[config.mk]
export PLATFORM = sky130hd
export DESIGN_NAME = lp_buf_pingpong_ctrl
export DESIGN_NICKNAME = d
export VERILOG_FILES = /design/src/rtl/lp_buf_pingpong_ctrl.sv
export SDC_FILE = /design/constraint.sdc
export NUM_CORES = 1
export LEC_CHECK = 0
export CAP_MARGIN = 20
export CORE_MARGIN = 5
export CORE_UTILIZATION = 27
export CTS_BUF_LIST = sky130_fd_sc_hd__clkbuf_8
export CTS_CLUSTER_DIAMETER = 60
export DETAILED_ROUTE_END_ITERATION = 7
export SLEW_MARGIN = 20
export SYNTH_ARGS = -nofsm -noshare
export SYNTH_HDL_FRONTEND = slang
export SYNTH_SLANG_ARGS = --single-unit
[constraint.sdc]
create_clock -name i_clk -period 3.3 [get_ports i_clk]
set_clock_uncertainty 0.15 [all_clocks]
set_input_delay 0.66 -clock i_clk [delete_from_list [all_inputs] [get_ports i_clk]]
set_output_delay 0.66 -clock i_clk [all_outputs]
set_load 0.1 [all_outputs]
[src/rtl/lp_buf_pingpong_ctrl.sv]
// Ping-pong BRAM sequencer: writes one framed symbol per bank and replays it one
// symbol later under downstream back-pressure, with dout-aligned vld/sop/eop.
module lp_buf_pingpong_ctrl #(
   parameter int unsigned ADDR_WIDTH = 11,
   parameter int unsigned RD_LAT     = 2
) (
   input  logic                  i_clk,
   input  logic                  i_reset,
   input  logic                  i_wr_vld,
   input  logic                  i_wr_sop,
   input  logic                  i_wr_eop,
   input  logic                  i_rd_ready,
   output logic                  o_mem_wen,
   output logic [ADDR_WIDTH:0]   o_mem_waddr,
   output logic                  o_mem_ren,
   output logic [ADDR_WIDTH:0]   o_mem_raddr,
   output logic                  o_rd_vld,
   output logic                  o_rd_sop,
   output logic                  o_rd_eop,
   output logic [1:0]            o_bank_full,
   output logic                  o_overflow,
   output logic                  o_frame_err
);

   localparam logic [ADDR_WIDTH:0] CNT_ONE = {{ADDR_WIDTH{1'b0}}, 1'b1};
   localparam logic [ADDR_WIDTH:0] DEPTH_C = {1'b1, {ADDR_WIDTH{1'b0}}};

   typedef enum logic [1:0] {W_IDLE, W_FILL, W_DROP} wstate_e;
   typedef enum logic       {R_IDLE, R_RUN}          rstate_e;

   wstate_e             wstate_q, wstate_d;
   logic                wbank_q, wbank_d;
   logic [ADDR_WIDTH:0] wcnt_q, wcnt_d;
   logic [ADDR_WIDTH:0] len_q [2];
   logic [ADDR_WIDTH:0] len_d [2];
   logic [1:0]          full_q, full_d;
   logic                overflow_q, overflow_d;
   logic                frame_err_q, frame_err_d;

   rstate_e             rstate_q, rstate_d;
   logic                rbank_q, rbank_d;
   logic [ADDR_WIDTH:0] rcnt_q, rcnt_d;
   logic [2:0]          tag_sr_q [RD_LAT];
   logic [2:0]          tag_sr_d [RD_LAT];

   logic                wr_restart, wr_fill;
   logic [1:0]          wr_set;
   logic                rd_ren, rd_sop, rd_eop;
   logic [1:0]          rd_clr;

   // ---------------- write FSM: state register ----------------
   always_ff @(posedge i_clk) begin
      if (i_reset) begin
         wstate_q    <= W_IDLE;
         wbank_q     <= 1'b0;
         wcnt_q      <= '0;
         len_q[0]    <= '0;
         len_q[1]    <= '0;
         overflow_q  <= 1'b0;
         frame_err_q <= 1'b0;
      end else begin
         wstate_q    <= wstate_d;
         wbank_q     <= wbank_d;
         wcnt_q      <= wcnt_d;
         len_q[0]    <= len_d[0];
         len_q[1]    <= len_d[1];
         overflow_q  <= overflow_d;
         frame_err_q <= frame_err_d;
      end
   end

   // ---------------- write FSM: next state ----------------
   always_comb begin
      logic                fin;
      logic [ADDR_WIDTH:0] fin_len;
      wstate_d    = wstate_q;
      wbank_d     = wbank_q;
      wcnt_d      = wcnt_q;
      len_d[0]    = len_q[0];
      len_d[1]    = len_q[1];
      overflow_d  = overflow_q;
      frame_err_d = frame_err_q;
      wr_set      = 2'b00;
      fin         = 1'b0;
      fin_len     = CNT_ONE;
      unique case (wstate_q)
         W_IDLE: begin
            if (i_wr_vld && i_wr_sop) begin
               if (!full_q[wbank_q]) begin
                  wcnt_d   = CNT_ONE;
                  wstate_d = W_FILL;
                  fin      = i_wr_eop;
               end else begin
                  overflow_d = 1'b1;
                  wstate_d   = i_wr_eop ? W_IDLE : W_DROP;
               end
            end else if (i_wr_vld && i_wr_eop) begin
               frame_err_d = 1'b1;
            end
         end
         W_FILL: begin
            if (i_wr_vld) begin
               if (i_wr_sop) begin
                  // abandon the partial symbol and restart it at the bank base
                  frame_err_d = 1'b1;
                  wcnt_d      = CNT_ONE;
                  fin         = i_wr_eop;
               end else if (wcnt_q == DEPTH_C) begin
                  frame_err_d = 1'b1;
                  wstate_d    = i_wr_eop ? W_IDLE : W_DROP;
               end else begin
                  wcnt_d  = wcnt_q + CNT_ONE;
                  fin     = i_wr_eop;
                  fin_len = wcnt_q + CNT_ONE;
               end
            end
         end
         W_DROP: begin
            if (i_wr_vld && i_wr_eop) wstate_d = W_IDLE;
         end
         default: wstate_d = W_IDLE;
      endcase
      if (fin) begin
         len_d[wbank_q]  = fin_len;
         wr_set[wbank_q] = 1'b1;
         wbank_d         = ~wbank_q;
         wstate_d        = W_IDLE;
      end
   end

   // ---------------- write FSM: outputs ----------------
   always_comb begin
      wr_restart = 1'b0;
      wr_fill    = 1'b0;
      unique case (wstate_q)
         W_IDLE:  wr_restart = i_wr_vld & i_wr_sop & ~full_q[wbank_q];
         W_FILL: begin
            wr_restart = i_wr_vld & i_wr_sop;
            wr_fill    = i_wr_vld & ~i_wr_sop & (wcnt_q != DEPTH_C);
         end
         default: ;
      endcase
      o_mem_wen   = ~i_reset & (wr_restart | wr_fill);
      o_mem_waddr = {wbank_q, wcnt_q[ADDR_WIDTH-1:0]};
      if (wr_restart) o_mem_waddr[ADDR_WIDTH-1:0] = '0;
      if (!o_mem_wen) o_mem_waddr = '0;
   end

   // ---------------- read FSM: state register ----------------
   always_ff @(posedge i_clk) begin
      if (i_reset) begin
         rstate_q <= R_IDLE;
         rbank_q  <= 1'b0;
         rcnt_q   <= '0;
      end else begin
         rstate_q <= rstate_d;
         rbank_q  <= rbank_d;
         rcnt_q   <= rcnt_d;
      end
   end

   // ---------------- read FSM: next state ----------------
   always_comb begin
      rstate_d = rstate_q;
      rbank_d  = rbank_q;
      rcnt_d   = rcnt_q;
      rd_clr   = 2'b00;
      unique case (rstate_q)
         R_IDLE: begin
            if (full_q[rbank_q]) begin
               rstate_d = R_RUN;
               rcnt_d   = '0;
            end
         end
         R_RUN: begin
            if (rd_ren) begin
               rcnt_d = rcnt_q + CNT_ONE;
               if (rd_eop) begin
                  rd_clr[rbank_q] = 1'b1;
                  rbank_d         = ~rbank_q;
                  rstate_d        = R_IDLE;
               end
            end
         end
         default: rstate_d = R_IDLE;
      endcase
   end

   // ---------------- read FSM: outputs ----------------
   always_comb begin
      rd_ren      = ~i_reset & (rstate_q == R_RUN) & i_rd_ready;
      rd_sop      = (rcnt_q == '0);
      rd_eop      = ((rcnt_q + CNT_ONE) == len_q[rbank_q]);
      o_mem_ren   = rd_ren;
      o_mem_raddr = i_reset ? '0 : {rbank_q, rcnt_q[ADDR_WIDTH-1:0]};
   end

   // Set and clear always target different banks, so one OR/AND-NOT merge suffices.
   always_comb begin
      full_d = (full_q | wr_set) & ~rd_clr;
   end

   always_comb begin
      tag_sr_d[0] = {rd_ren, rd_ren & rd_sop, rd_ren & rd_eop};
      for (int unsigned i = 1; i < RD_LAT; i++) begin
         tag_sr_d[i] = tag_sr_q[i-1];
      end
   end

   always_ff @(posedge i_clk) begin
      if (i_reset) begin
         full_q <= 2'b00;
         for (int unsigned i = 0; i < RD_LAT; i++) begin
            tag_sr_q[i] <= '0;
         end
      end else begin
         full_q <= full_d;
         for (int unsigned i = 0; i < RD_LAT; i++) begin
            tag_sr_q[i] <= tag_sr_d[i];
         end
      end
   end

   always_comb begin
      o_rd_vld    = tag_sr_q[RD_LAT-1][2];
      o_rd_sop    = tag_sr_q[RD_LAT-1][1];
      o_rd_eop    = tag_sr_q[RD_LAT-1][0];
      o_bank_full = full_q;
      o_overflow  = overflow_q;
      o_frame_err = frame_err_q;
   end

endmodule

* Yosys cells after proc, flatten, opt, wreduce, memory -nomap -nowiden *
Memory sizes are Yosys's and may differ from the RTL's. A register that Yosys moved wholly into a read port is not among the register bits.
Cells that the tools add are included.

cells by class
  add/subtract/negate cells = 2
  order comparisons = 6
  eq/ne operators = 17
  muxes and demuxes = 67
  bitwise logic cells = 24
  reductions and logical operators = 15

operators with widths
  cell                   number
  $mux 12                16
  $pmux 12 s2            2
  $mux 1                 25
  $add 12x1->12 const B  2
  $bwmux 24              1
  $mux 24                1
  $mux 2                 11
  $ne 2x2->1 const B     9
  $reduce_and 5->1       3
  $demux 12 s1           1
  $eq 12x12->1           1
  $eq 12x12->1 const B   1
  $logic_not 12->1       1
  $ne 12x12->1 const B   1
  $mux 11                1
  $and 1x1->1            9
  $pmux 1 s2             4
  $mux 3                 2
  $ne 3x3->1 const B     2
  $not 1->1              6
  $pmux 2 s3             1
  $reduce_and 3->1       2
  $logic_and 1x1->1      5
  $or 1x1->1             5
  other kinds (16)       19

word-level totals
  register bits after elaboration = 33
  RAM bits = 30
  input bits = 6
  output and inout port bits = 33
  logic and storage cells = 142
  memories = 2

memory list
  name      words  bits a word  read ports  clocked after memory_dff  write ports  line  text
  len_q     2      12           3           1                         2            34    logic [ADDR_WIDTH:0] len_q [2];
  tag_sr_q  2      3            2           0                         2            43    logic [2:0] tag_sr_q [RD_LAT];

* Depth between registers and ports, before layout *
Gate-level depths: netlist of run 1.

  depth in word-level cells = 9
  depth in mapped cells = 10
  mapped depth without buffers = 8

* Least setup slack after synthesis of run 1 *
No wires, ideal clock.

  path kind = register to output
  start point = reg full_q[0] (netlist: o_bank_full[0])
  end point = out o_mem_waddr[11]
  arrival = 3899 ps
  required time = 2490 ps
  path slack = -1409 ps
  stages on the path, launching flop included = 6
  path buffers = 1
  path through = dfxtp_1 -> mux2i_4 -> a21oi_1 -> a211o_1 -> buf_2 -> nor3b_1

between the ends
  word-level cells in the longest chain between the ends = 8

ends and longest elaborated chain
  element                                    line  text
  from (decl)                                36    logic [1:0] full_q, full_d;
  from (signal assigned)                     217   full_q <= full_d;
  $mux 1 (implied by the code) (2 in a row)  136   W_IDLE: wr_restart = i_wr_vld & i_wr_sop & ~full_q[wbank_q];
  $not 1->1                                  136
  $and 1x1->1                                136
  $pmux 1 s2                                 135   unique case (wstate_q)
  $or 1x1->1                                 143   o_mem_wen = ~i_reset & (wr_restart | wr_fill);
  $and 1x1->1                                143
  $mux 12                                    146   if (!o_mem_wen) o_mem_waddr = '0;
  to (decl)                                  14    output logic [ADDR_WIDTH:0] o_mem_waddr,

No other way between the ends. The select of a mux whose other input is x is not followed.

* Worst setup path after layout of run 1 *
  start point = in i_wr_vld
  end point = out o_mem_waddr[6]

between the ends
  word-level cells in the longest chain between the ends = 6
  elaborated cells on any way between the ends = 10
  those cells by class = mux (4); bitwise (6)

ends and longest elaborated chain
  element                                      line           text
  from (decl)                                  9              input logic i_wr_vld,
  $and 1x1->1 (on tied branches)               136, 138, 139
  $and 1x1->1 (on tied branches)               136, 139
  $pmux 1 s2 / $mux 1 (equally long branches)  135
  $or 1x1->1                                   143
  $and 1x1->1                                  143
  $mux 12 (*)                                  146

Mark *: on every way between the ends. The rest lies on a longest branch, timed or not.

==> impl_summary.txt, run 1 <==
----------------------------------------------------
[Outcome]
  Run status ... completed

[Global routing]
  Initial antenna violation count ... 0
  First-pass GRT wire length ... 14.5 mm
  Residual overflow from global routing ... 0
  Global-route usage over all layers ... about an eighth
  Pin count of the biggest net entering global routing ... 26
  Number of global-route vias before repair ... between 2000 and 3000

[Final layout]
  Fraction of layout instances using a drive strength above 1 ... 20.7%
  Signed area change from the synthesized netlist to the final layout ... 27.8%
  Number of nets in the finished design ... ~470
  Filler cells ... approximately 1400
  Inserted Diodes ... 0
  Final standard cell count with taps included and fillers excluded ... 631
  Fin area ... roughly 4400 um^2

[STA]
  Worst slew slack as a fraction of its limit ... 59.6%
  Final critical delay including setup and external delays ... between 3 and 4 ns
  Slew at the pin with the worst max-slew slack ... 0.602 ns
  Number of setup violations in the final report ... 0
  Number of hold-slack violations in the final timing report ... 0
  Number of slew-limit violations in the final report ... 0
  Unrepaired setup endpoints after global routing ... no
  Fmax ... about 310 MHz
  Final worst slack ... 0.118 ns
  Total negative slack for setup checks ... 0 ns
  Minimum hold slack ... 0.287 ns
  Final critical-path share of the clock period ... 96.4%

[Placed design]
  Port-buffer cells ... 38
  Setup Slack @ Placement ... about 0.077 ns
  Post-Place Cell Area ... roughly 4100 um^2
  Routability-driven placement congestion ratio ... a little under 0.9
  Number of placed instances, taps included ... roughly 620
  DPL Wire Length ... approximately 6.4 mm

[Routing]
  Via count ... 2964
  DRC violations left ... 0
  ANT nets after route ... 0
  Via density per instance ... roughly 4.7
  Wirelength per Cell ... 13.7 um
  Routed Wire Length ... approximately 8.6 mm
  First-pass detailed-route iteration total ... 4
  DRT iter0 DRCs ... 224

[Setup path]
  Worst Path Class, Setup ... in -> out
  Worst setup SP type ... input port
  Worst Setup End Kind ... output port
  Crit path max fanout ... 7
  Data required time at the worst endpoint ... around 2.5 ns
  Endpoint arrival time on the critical path ... roughly 2.4 ns

[Floorplanning]
  I/O pin cnt ... 39
  Core Box Area ... 12500 um^2
  Die extent in x ... 122 um
  Number of core rows ... slightly above 40
  Overall die height ... 122 um
  Starting Density ... roughly 27%
  Floorplan die area ... around 15000 um^2

[Synth]
  Fraction of post-synthesis cell area in the top cell type by area ... 37.6%
  Post-Syn Instances ... 414
  Syn nets ... around 430
  Simple-gate share of the synthesized area ... a little over a quarter
  Most common cell in the synthesized netlist ... dfxtp_1
  Synthesized cell area ... 3410 um^2
  Compound-cell area share of the yosys netlist ... around 16%
  Flops & latches, synth ... 64
  Combinational family with the most area after synthesis ... simple AND/OR/NAND/NOR gates
  Post-Syn Area per Cell ... 8.23 um^2
  Post-synthesis xor/xnor area fraction ... 7.79%
  Largest area contributor in the synthesized netlist ... dfxtp_1
  Flip-flop cell with the highest count after synthesis ... dfxtp_1
  Adder and majority cell fraction of the synthesized area ... under 10%
  Ys async rst share ... 0%
  Proportion of synthesized area in mux cells ... 4.48%
  Post-synth EDFFs ... 0
  Sequential fraction of the synthesis area ... between 30 and 40%
  Yosys cell types ... 57
  Synth Warn # ... 0
  Biggest area contributors in the synthesized netlist ... dfxtp_1, nand2_1, a21oi_1
  Commonest cells in the synthesized netlist ... dfxtp_1, nand2_1, a21oi_1, nor2_1, o21ai_0

[Pwr]
  Clock share of power ... about two fifths
  Maximum resistive drop on vdd ... 0.146 mV
  Reported leakage power ... ~0.0016 uW
  Switching power as a share of total power ... 26.5%
  Switching power ... between 400 and 500 uW
  Sequential cell fraction of total power ... around half
  Power per cell area ... about 370 nW/um^2
  Proportion of power drawn by combinational gates ... a little under a tenth
  Internal Dissipation ... between 1000 and 1500 uW

[Clock tree]
  CTS resizes ... 0
  Hold buffer count at cts ... 0
  Maximum buffer depth of the clock tree ... 2
  Clock buffer count from CTS ... 9
  Number of buffers inserted by post-CTS setup repair ... 0
  TritonCTS clock tree ... done
  Clock transition at path regs ... 0.07 ns
  H-Tree Level Count ... 3
  Total number of clock tree sinks ... 64
  Clock network latency to the later pin of the worst-skew pair ... 0.36 ns
  Clk root buf ... clkbuf_8

[Flow run]
  Max-cap violations ... 0

[Min path]
  Classification of the worst-slack hold path ... reg -> reg

----------------------------------------------------
## cell families after synthesis
group                      Yosys count
and+or+nand+nor                    177
AOI/OAI and AO/OA                   85
muxes                               14
adders and majority gates            5
xor gates and xnor gates            27
buffers and inverters               42
DFF                                 64
## cells in the final DEF (no fill, tap or decap), types with 10 or more instances in the layout
master,n
a21oi_1,36
buf_12,14
buf_4,38
clkbuf_8,10
dfxtp_1,63
inv_1,15
mux2i_1,13
nand2_1,50
nand3_1,14
nor2_1,34
nor2b_1,11
o21ai_0,19
xnor2_1,16
## layer usage
layer	routed length, um	share of wire [%]	GRT usage (%)	up-vias
met5	0	0	0	-
met4	110	1.3	3.92	0
met3	396	4.6	3.46	11
met2	3800	44	18.2	68
met1	4310	50	16.9	1361
li1	-	-	-	1524
## worst max-delay path, cell delays in order
cell and delay [ns]:
clkdlybuf4s50_1 0.47, nor2b_2 0.16, nand2_1 0.09, or3_1 0.36, nor2_2 0.12, buf_4 0.16
and2_2 0.17, buf_12 0.17
## area by class of cell
| type | count | area [um^2] | area share [%] |
|---|---|---|---|
| flip-flops and latches | 64 | 1280 | 29.5 |
| repair buffers | 57 | 611 | 14.0 |
| clock inverters | 6 | 60.1 | 1.38 |
| inverters | 14 | 52.6 | 1.21 |
| well taps | 172 | 215 | 4.94 |
| clock buffers | 10 | 138 | 3.16 |
| multi-input cells | 308 | 1990 | 45.8 |
## through the flow
| step | utilization (%) | total power (uW) |
|---|---|---|
| 3_3_place_gp | 33.1 | 964 |
| 4_1_cts | 34.7 | 1650 |
| 2_1_floorplan | - | 916 |
| 5_1_grt | 34.8 | 1690 |
| 3_5_place_dp | 33.1 | 966 |
| 6_report | 34.8 | 1630 |
## sequential cells by signal (all words and copies together), names as in the netlist, 2 cells and up, named ones only
register and count:
wstate_q 2, wcnt_q 12, rcnt_q 12, tag_sr_q 6, o_bank_full 2, len_q 24
## worst paths after layout
check                   endpoint  slack (ns)      startpoint  depth (start not counted)
setup reg to reg     len_q[0][6]        0.72       wcnt_q[1]                          9
hold / removal    tag_sr_q[0][4]        0.29  tag_sr_q[0][1]                          1
setup / recovery  o_mem_waddr[6]        0.12        i_wr_vld                          8
hold reg to reg   tag_sr_q[0][4]        0.29  tag_sr_q[0][1]                          1
## power by group through the flow
stage	combinational, uW	clock (uW)	sequential (uW)
after floorplan	91.1	0	825
after global placement	155	0	809
after detailed placement	156	0	809
after CTS	157	701	792
after global routing	169	733	792
final	156	681	791
No activity file was read; power rests on OpenSTA's default activity.
==> run 2, diff against run 1 <==
TNS_END_PERCENT = 10   (was not set)
==> run 2 against run 1 <==
Power fell by 3.8%. Critical path depth is the same. Sequential cell count is the same. Combinational power about the same. Fmax decreased by 0.18%. Clock power is 9.0% lower. Design area down 0.23%. Die area stayed put. First-iteration DRC count increased by 13%. Critical path type is now reg -> out.
==> impl_summary.txt, run 2 (synthesized netlist as in run 1, its figures left out) <==
----------------------------------------------------
[Global routing]
  Global-route usage over all layers ... 12.3% (+0.11 points)
  Number of global-route vias before repair ... 2963 (+2.9%)
  First-pass GRT wire length ... 14.7 mm (+1.5%)
  Residual overflow from global routing ... 0 (unchanged)
  Pin count of the biggest net entering global routing ... 28 (+7.7%)
  Initial antenna violation count ... 0 (unchanged)

[Final layout]
  Signed area change from the synthesized netlist to the final layout ... 27.5%
  Registers with the most flip-flops ... len_q x24, rcnt_q x12, wcnt_q x12
  Inserted Diodes ... 0 (unchanged)
  Leading cell type in the layout, fill and taps excluded ... dfxtp_1
  Number of nets in the finished design ... 466 (+0.22%)
  Most frequent cells in the layout ... dfxtp_1, nand2_1, buf_4
  Max reg flops ... 24 (unchanged)
  Reg with most FFs ... len_q
  Fraction of layout instances using a drive strength above 1 ... 20.9% (+0.17 points)
  Post-route core utilization ... 34.7% (-0.080 points)

[Min path]
  Classification of the worst-slack hold path ... reg -> reg

[Setup path]
  FF-to-FF setup slack ... 0.68 ns (-0.04 ns)
  Data required time at the worst endpoint ... 2.49 ns (about the same)
  Worst Setup End Kind ... output port
  Worst setup SP type ... register
  Worst Path Class, Setup ... reg -> out
  Crit path max fanout ... 6 (-1)
  Endpoint arrival time on the critical path ... 2.38 ns (about the same)

[Pwr]
  Proportion of power drawn by combinational gates ... 10.0% (+0.4 points)
  Switching power ... 441 uW (+2.1%)
  Reported leakage power ... 0.00156 uW (-1.5%)
  Maximum resistive drop on vdd ... 0.157 mV (+7.4%)
  Switching power as a share of total power ... 28.1% (+1.6 points)
  Power per cell area ... 361 nW/um^2 (-3.5%)
  Internal Dissipation ... 1130 uW (-5.9%)
  Sequential cell fraction of total power ... 50.4% (+1.8 points)
  Clock share of power ... 39.5% (-2.3 points)

[Routing]
  First-pass detailed-route iteration total ... 4 (unchanged)
  DRC violations left ... 0 (unchanged)
  Wirelength per Cell ... 13.9 um (+1.9%)
  Via count ... 3029 (+2.2%)
  Via density per instance ... 4.79 (+2.0%)
  ANT nets after route ... 0 (unchanged)
  Routed Wire Length ... 8.80 mm (+2.1%)
  DRT iter0 DRCs ... 254 (+13%)

[Clock tree]
  TritonCTS clock tree ... done
  Maximum buffer depth of the clock tree ... 2 (unchanged)
  Clk root buf ... clkbuf_8
  H-Tree Level Count ... 3 (unchanged)
  Clock transition at path regs ... 0.08 ns (about the same)
  Clock buffer count from CTS ... 9 (unchanged)
  Clock network latency to the later pin of the worst-skew pair ... 0.35 ns (about the same)
  Total number of clock tree sinks ... 64 (unchanged)

[Floorplanning]
  Number of core rows ... 41 (unchanged)
  I/O pin cnt ... 39 (unchanged)
  Core Box Area ... 12500 um^2 (unchanged)
  Floorplan die area ... 15000 um^2 (unchanged)
  Starting Density ... 27.2% (unchanged)
  Overall die height ... 122 um (unchanged)
  Die extent in x ... 122 um (unchanged)

[STA]
  Worst slew slack as a fraction of its limit ... 61.1% (+1.4 points)
  Number of slew-limit violations in the final report ... 0 (unchanged)
  Number of setup violations in the final report ... 0 (unchanged)
  Final critical delay including setup and external delays ... 3.19 ns (+0.00567 ns)
  Fmax ... 314 MHz (-0.18%)
  Final critical-path share of the clock period ... 96.6% (+0.17 points)
  Minimum hold slack ... 0.286 ns (-0.00139 ns)
  Slew at the pin with the worst max-slew slack ... 0.580 ns (-0.0215 ns)
  Number of hold-slack violations in the final timing report ... 0 (unchanged)

[Placed design]
  Routability-driven placement congestion ratio ... 0.898 (+3.7%)
  DPL Wire Length ... 6.44 mm (+1.3%)
  Port-buffer cells ... 38 (unchanged)

[Outcome]
  Run status ... completed

[Flow run]
  Max-cap violations ... 0 (unchanged)

----------------------------------------------------
==> run 2: cell types whose count changed in the layout (fill, tap and decap cells not counted), sizes merged <==
cell	previous run	this run
buf	53	54
bufinv	1	0
clkinvlp	1	2
==> run 2: metrics by stage <==
stage                     setup TNS, ns  std cells  power (uW)  area [um^2]  setup slack [ns]
after floorplan                   -1.90        414         914         3430            -0.422
after global placement                0        616         963         4130            0.0515
after detailed placement              0        616         965         4130            0.0335
after CTS                             0        632        1580         4310            0.0169
after global routing           -0.00302        632        1630         4340          -0.00302
final                                 0        632        1570         4340             0.112
==> run 2: final cells by class <==
| type | instances | area, um^2 |
|---|---|---|
| multi-input cells | 308 | 1990 |
| fillers | 1344 | 8170 |
| inverters | 14 | 52.6 |
| repair buffers | 58 | 622 |
| clock buffers | 10 | 138 |
| clock inverters | 6 | 42.5 |
| well taps | 172 | 215 |
| flip-flops and latches | 64 | 1280 |
==> run 2: worst paths after layout <==
kind / to / depth (start not counted) / start
min: tag_sr_q[0][4] / 1 / tag_sr_q[0][1]
max reg2reg: len_q[0][5] / 9 / wcnt_q[1]
min reg2reg: tag_sr_q[0][4] / 1 / tag_sr_q[0][1]
max: o_mem_waddr[11] / 8 / wcnt_q[1]
==> run 2: repair_timing <==
item	CTS	global route
gates resized for setup	1	11
pin swaps	1	1
hold buffers	0	0
buffers inserted	0	0
endpoints found under the setup margin	5	12
==> run 2: layer usage <==
metal / routed length, um / GRT usage [%]
met5: 0 / 0
met4: 127 / 4.27
met3: 439 / 2.90
met2: 4120 / 19.6
met1: 4110 / 16.2
==> run 2: power groups by stage <==
stage / combinational [uW] / sequential (uW) / clock (uW)
6_report: 157 / 791 / 620
5_1_grt: 171 / 792 / 668
4_1_cts: 156 / 791 / 637
3_5_place_dp: 155 / 809 / 0
3_3_place_gp: 154 / 809 / 0
2_1_floorplan: 89.9 / 825 / 0
==> run 2: worst max-delay path, cell delays in order (launching register included) <==
cell     delay, ns
dfxtp_4       0.37
inv_1         0.07
ha_1          0.18
nor4b_1       0.14
and3_1        0.23
buf_4         0.17
a211o_1       0.38
nor3b_2       0.27
buf_12        0.21
==> edit 1: new RTL, flow settings as in run 2 <==
Set the parameter `ADDR_WIDTH` to 13 (it was 11).
--- a/src/rtl/lp_buf_pingpong_ctrl.sv
+++ b/src/rtl/lp_buf_pingpong_ctrl.sv
@@ -2,5 +2,5 @@
 // symbol later under downstream back-pressure, with dout-aligned vld/sop/eop.
 module lp_buf_pingpong_ctrl #(
-   parameter int unsigned ADDR_WIDTH = 11,
+   parameter int unsigned ADDR_WIDTH = 13,
    parameter int unsigned RD_LAT     = 2
 ) (
Interface: changed (resized o_mem_raddr and o_mem_waddr); port bits go from 39 to 43. The function was not compared with the original's and may differ.
==> edit 1 against run 2 <==
  * Worst setup slack gained 62 ps
  * Wire length up 11%
  * Synthesized area rose by 12%
  * Sequential cell count is 8 higher
  * Non-clock buffer count is 2 higher
  * Design area up 11%
  * Total power up 16%
  * Global-route usage about the same
  * Count of clock-buffer cells in the layout is 1 lower
  * Sequential share of layout area up 0.22 points
==> edit 1: results (changes against run 2) <==
status -> finished clean
Seq/Total Area, Yosys -> 0.3770 (+0.0009075)
antenna violations before repair -> 0 (unchanged)
R2R setup slack -> 420 ps (-260 ps)
CP arrival -> 2320 ps (-60 ps)
final number of max-transition violations -> 0 (unchanged)
port buffer count -> 42 (+11%)
1st-iter DRT viols -> 287 (+13%)
LEAKAGE -> 1.821 nW (+17%)
# diodes -> 0 (unchanged)
Final period util -> 0.9472 (-0.01893)
Synth area leaders -> dfxtp_1 38%, mux2i_1 6.8%, nor2_1 6.5%
placement-stage cell area -> 4602 um^2 (+11%)
total track usage -> 0.1229 (about the same)
Largest regs -> len_q: 28 flops, rcnt_q: 14 flops, wcnt_q: 14 flops
Reg clk slew, reported paths -> 70 ps
Top delay family on crit path -> buffers and inverters
vias in the first global route -> 3,211 (+8.4%)
Netlist cell types -> 53 (-7.0%)
Via Count -> 3,364 (+11%)
Slew @ Worst Pin -> 945.6 ps (+365.4 ps)
peak fanout along the critical path -> 4 (-2)
Final GP Congestion -> 0.8904 (-0.81%)
Nets -> 510 (+9.4%)
syn_area_per_cell -> 8.294 um^2 (+0.79%)
Syn Nets -> 471 (+11%)
CTS buffer count -> 9 (unchanged)
largest net degree at the start of global routing -> 45 (+61%)
Longest Clk Path Bufs -> 2 (unchanged)
Seq. cell area -> 1441 um^2 (+12%)
fillers -> 1,456 (+8.3%)
peak supply drop -> 223.0 uV (+42%)
ys flop type -> dfxtp_1
DR vias/cell -> 4.911 (+2.5%)
Routed WL per cell -> 14.31 um (+2.8%)
synth cell count leaders -> 72 x dfxtp_1, 66 x nor2_1, 35 x a21oi_1
Hold WS -> 288.2 ps (+2.471 ps)
Clock Tree Root -> clkbuf_8
placed cell count -> 669 (+8.6%)
Critical Path Max Stage Delay -> 480 ps (+100 ps)
dpl ws -> -66.35 ps (-99.88 ps)
post-DP HPWL -> 7115 um (+10%)
first-pass GRT wire length -> 16,280 um (+11%)
slowest stage cell, crit path -> clkdlybuf4s50_1
share of cells above drive strength 1 -> 0.1921 (-0.01662)
drt first pass iters -> 5 (+1)
## edit 1: logic make-up (layout without fill, tap and decap cells)
| group | count (synthesis) | count (layout) | share of synthesized area |
|---|---|---|---|
| AO/OA/AOI/OAI | 91 | 91 | 0.1495 |
| AND/OR/NAND/NOR | 194 | 194 | 0.2618 |
| adder cells (fa/ha/maj) | 4 | 4 | 0.01309 |
| buffers and inverters | 44 | 88 | 0.05399 |
| multiplexers | 26 | 26 | 0.06806 |
| XOR/XNOR | 30 | 30 | 0.07657 |
| flip-flops | 72 | 72 | 0.3770 |
## edit 1: per-layer routing
| metal | global-route usage | up-vias | routed length (um) |
|---|---|---|---|
| li1 | - | 1682 | - |
| met1 | 0.1697 | 1603 | 4693 |
| met2 | 0.1875 | 69 | 4481 |
| met3 | 0.02947 | 10 | 490 |
| met4 | 0.04262 | 0 | 138 |
| met5 | 0 | - | 0 |
## edit 1: final cells by class
type | count | share of cell area
Clock buffer | 9 | 0.02561
Clock inverter | 7 | 0.01992
Inverter | 12 | 0.009314
Multi-Input combinational cell | 345 | 0.4644
Sequential cell | 72 | 0.2981
Tap cell | 180 | 0.04657
Timing Repair Buffer | 60 | 0.1361
## edit 1: worst paths after layout
path,cells past startpoint,from,end
worst min register to register,1,tag_sr_q[0][2],tag_sr_q[0][5]
worst max-delay path,8,i_wr_vld,o_mem_waddr[0]
worst max register to register,8,rcnt_q[1],o_bank_full[0]
worst min-delay path,1,tag_sr_q[0][2],tag_sr_q[0][5]
## edit 1: where the power goes
group	internal [mW]	switching (mW)	leakage, nW
sequential	0.878	0.00962	0.581
clock	0.427	0.349	0.107
combinational	0.0512	0.108	1.13
total	1.36	0.466	1.82
## edit 1: repair_timing
item / 4_1_cts / 5_1_grt
buffers inserted: 0 / 0
resized for setup: 1 / 2
endpoints found under the setup margin: 10 / 15
==> edit 2: new RTL, settings of run 2 <==
Made on the original files. Encoding of `wstate_e`: now one-hot (3 bits for 3 states).
--- a/src/rtl/lp_buf_pingpong_ctrl.sv
+++ b/src/rtl/lp_buf_pingpong_ctrl.sv
@@ -26,5 +26,5 @@
    localparam logic [ADDR_WIDTH:0] DEPTH_C = {1'b1, {ADDR_WIDTH{1'b0}}};
 
-   typedef enum logic [1:0] {W_IDLE, W_FILL, W_DROP} wstate_e;
+   typedef enum logic [2:0] {W_IDLE = 3'b001, W_FILL = 3'b010, W_DROP = 3'b100} wstate_e;
    typedef enum logic       {R_IDLE, R_RUN}          rstate_e;
 
Formal check against the unedited RTL: same outputs for any inputs over 4 cycles, from zero or initial values and one cycle with i_reset high; so few cycles prove little.
==> edit 2 against run 2 <==
  * Sequential cell count rose by 1
  * Critical endpoint is now o_mem_waddr[9]
  * Worst setup slack improved by 30 ps
  * Wire length rose by 0.64%
  * Die area rose by 0.75%
  * Largest cell class unchanged
  * Synthesized area rose by 0.81%
  * Total power rose by 14%
  * Design area rose by 2.2%
  * Via count rose by 4.1%
  * Largest power group is now the clock network
==> edit 2: results (changes against run 2) <==
status -> finished clean
Post-Synthesis Cells -> 429 (+3.6%)
Hold WS -> 284.8 ps (-0.9200 ps)
Netlist cell types -> 50 (-12%)
Syn Nets -> 440 (+3.5%)
fillers -> 1,304 (-3.0%)
CP arrival -> 2350 ps (-30 ps)
combinational share of power -> 0.086 (-0.014)
largest net degree at the start of global routing -> 54 (+93%)
Critical Path Max Stage Delay -> 500 ps (+120 ps)
slowest stage cell, crit path -> or4b_4
r2r worst-path depth -> 11 (+2)
first-pass GRT wire length -> 14,750 um (+0.37%)
1st-iter DRT viols -> 244 (-3.9%)
sw power -> 0.4351 mW (-1.4%)
Synth Cell Area -> 3435 um^2 (+0.81%)
LEAKAGE -> 1.625 nW (+4.2%)
R2R setup slack -> 640 ps (-40 ps)
clock share of power -> 0.462 (+0.067)
Via Count -> 3,153 (+4.1%)
peak fanout along the critical path -> 9 (+3)
placement-stage cell area -> 4185 um^2 (+1.4%)
share of cells above drive strength 1 -> 0.2055 (-0.003245)
DR vias/cell -> 4.858 (+1.4%)
max_slew headroom -> 0.5987 (-0.01184)
Seq/Total Area, Yosys -> 0.3789 (+0.002815)
total track usage -> 0.1217 (-0.001107)
post-DP HPWL -> 6359 um (-1.3%)
synth cell count leaders -> 65 x dfxtp_1, 63 x nor2_1, 44 x nand2_1
vias in the first global route -> 2,958 (-0.17%)
==> edit 2: routing by layer <==
| layer | routed length [um] | track usage |
|---|---|---|
| met4 | 103 | 0.03009 |
| met2 | 3983 | 0.1876 |
| met1 | 4253 | 0.1691 |
| met5 | 0 | 0 |
| met3 | 518 | 0.03226 |
==> edit 2: through the flow <==
step,utilization,total power [mW]
after floorplan,-,0.9241
after global placement,0.3330,0.9717
after detailed placement,0.3330,0.9732
after CTS,0.3525,1.798
after global routing,0.3533,1.848
final,0.3533,1.782
==> edit 2: final cells by class <==
cell class                 count  area share
clock buffer                   9     0.02790
multi-input combinational    332      0.4598
timing repair buffer          54      0.1352
sequential                    65      0.2936
tap                          172     0.04846
inverter                      10    0.008453
clock inverter                 7     0.02649
==> edit 2: worst max-delay path by stage <==
stage,startpoint,end,slack (ps),depth (start not counted)
2_1_floorplan,i_reset,o_mem_raddr[10],60,3
3_3_place_gp,i_wr_vld,o_mem_waddr[9],110,7
3_5_place_dp,i_wr_sop,o_mem_waddr[2],90,7
4_1_cts,wcnt_q[1],o_mem_waddr[2],7,8
5_1_grt,wcnt_q[0],o_mem_waddr[6],20,8
6_report,wcnt_q[1],o_mem_waddr[9],140,8
==> edit 2: cell families (layout without fill, tap and decap cells) <==
family / count (synthesis) / in the layout / share of synthesized area
and+or+nand+nor: 194 / 194 / 0.2743
xor gates and xnor gates: 24 / 24 / 0.06120
DFF: 65 / 65 / 0.3789
AOI/OAI and AO/OA: 85 / 85 / 0.1563
muxes: 24 / 24 / 0.06995
buffers and inverters: 32 / 80 / 0.04116
adders and majority gates: 5 / 5 / 0.01821
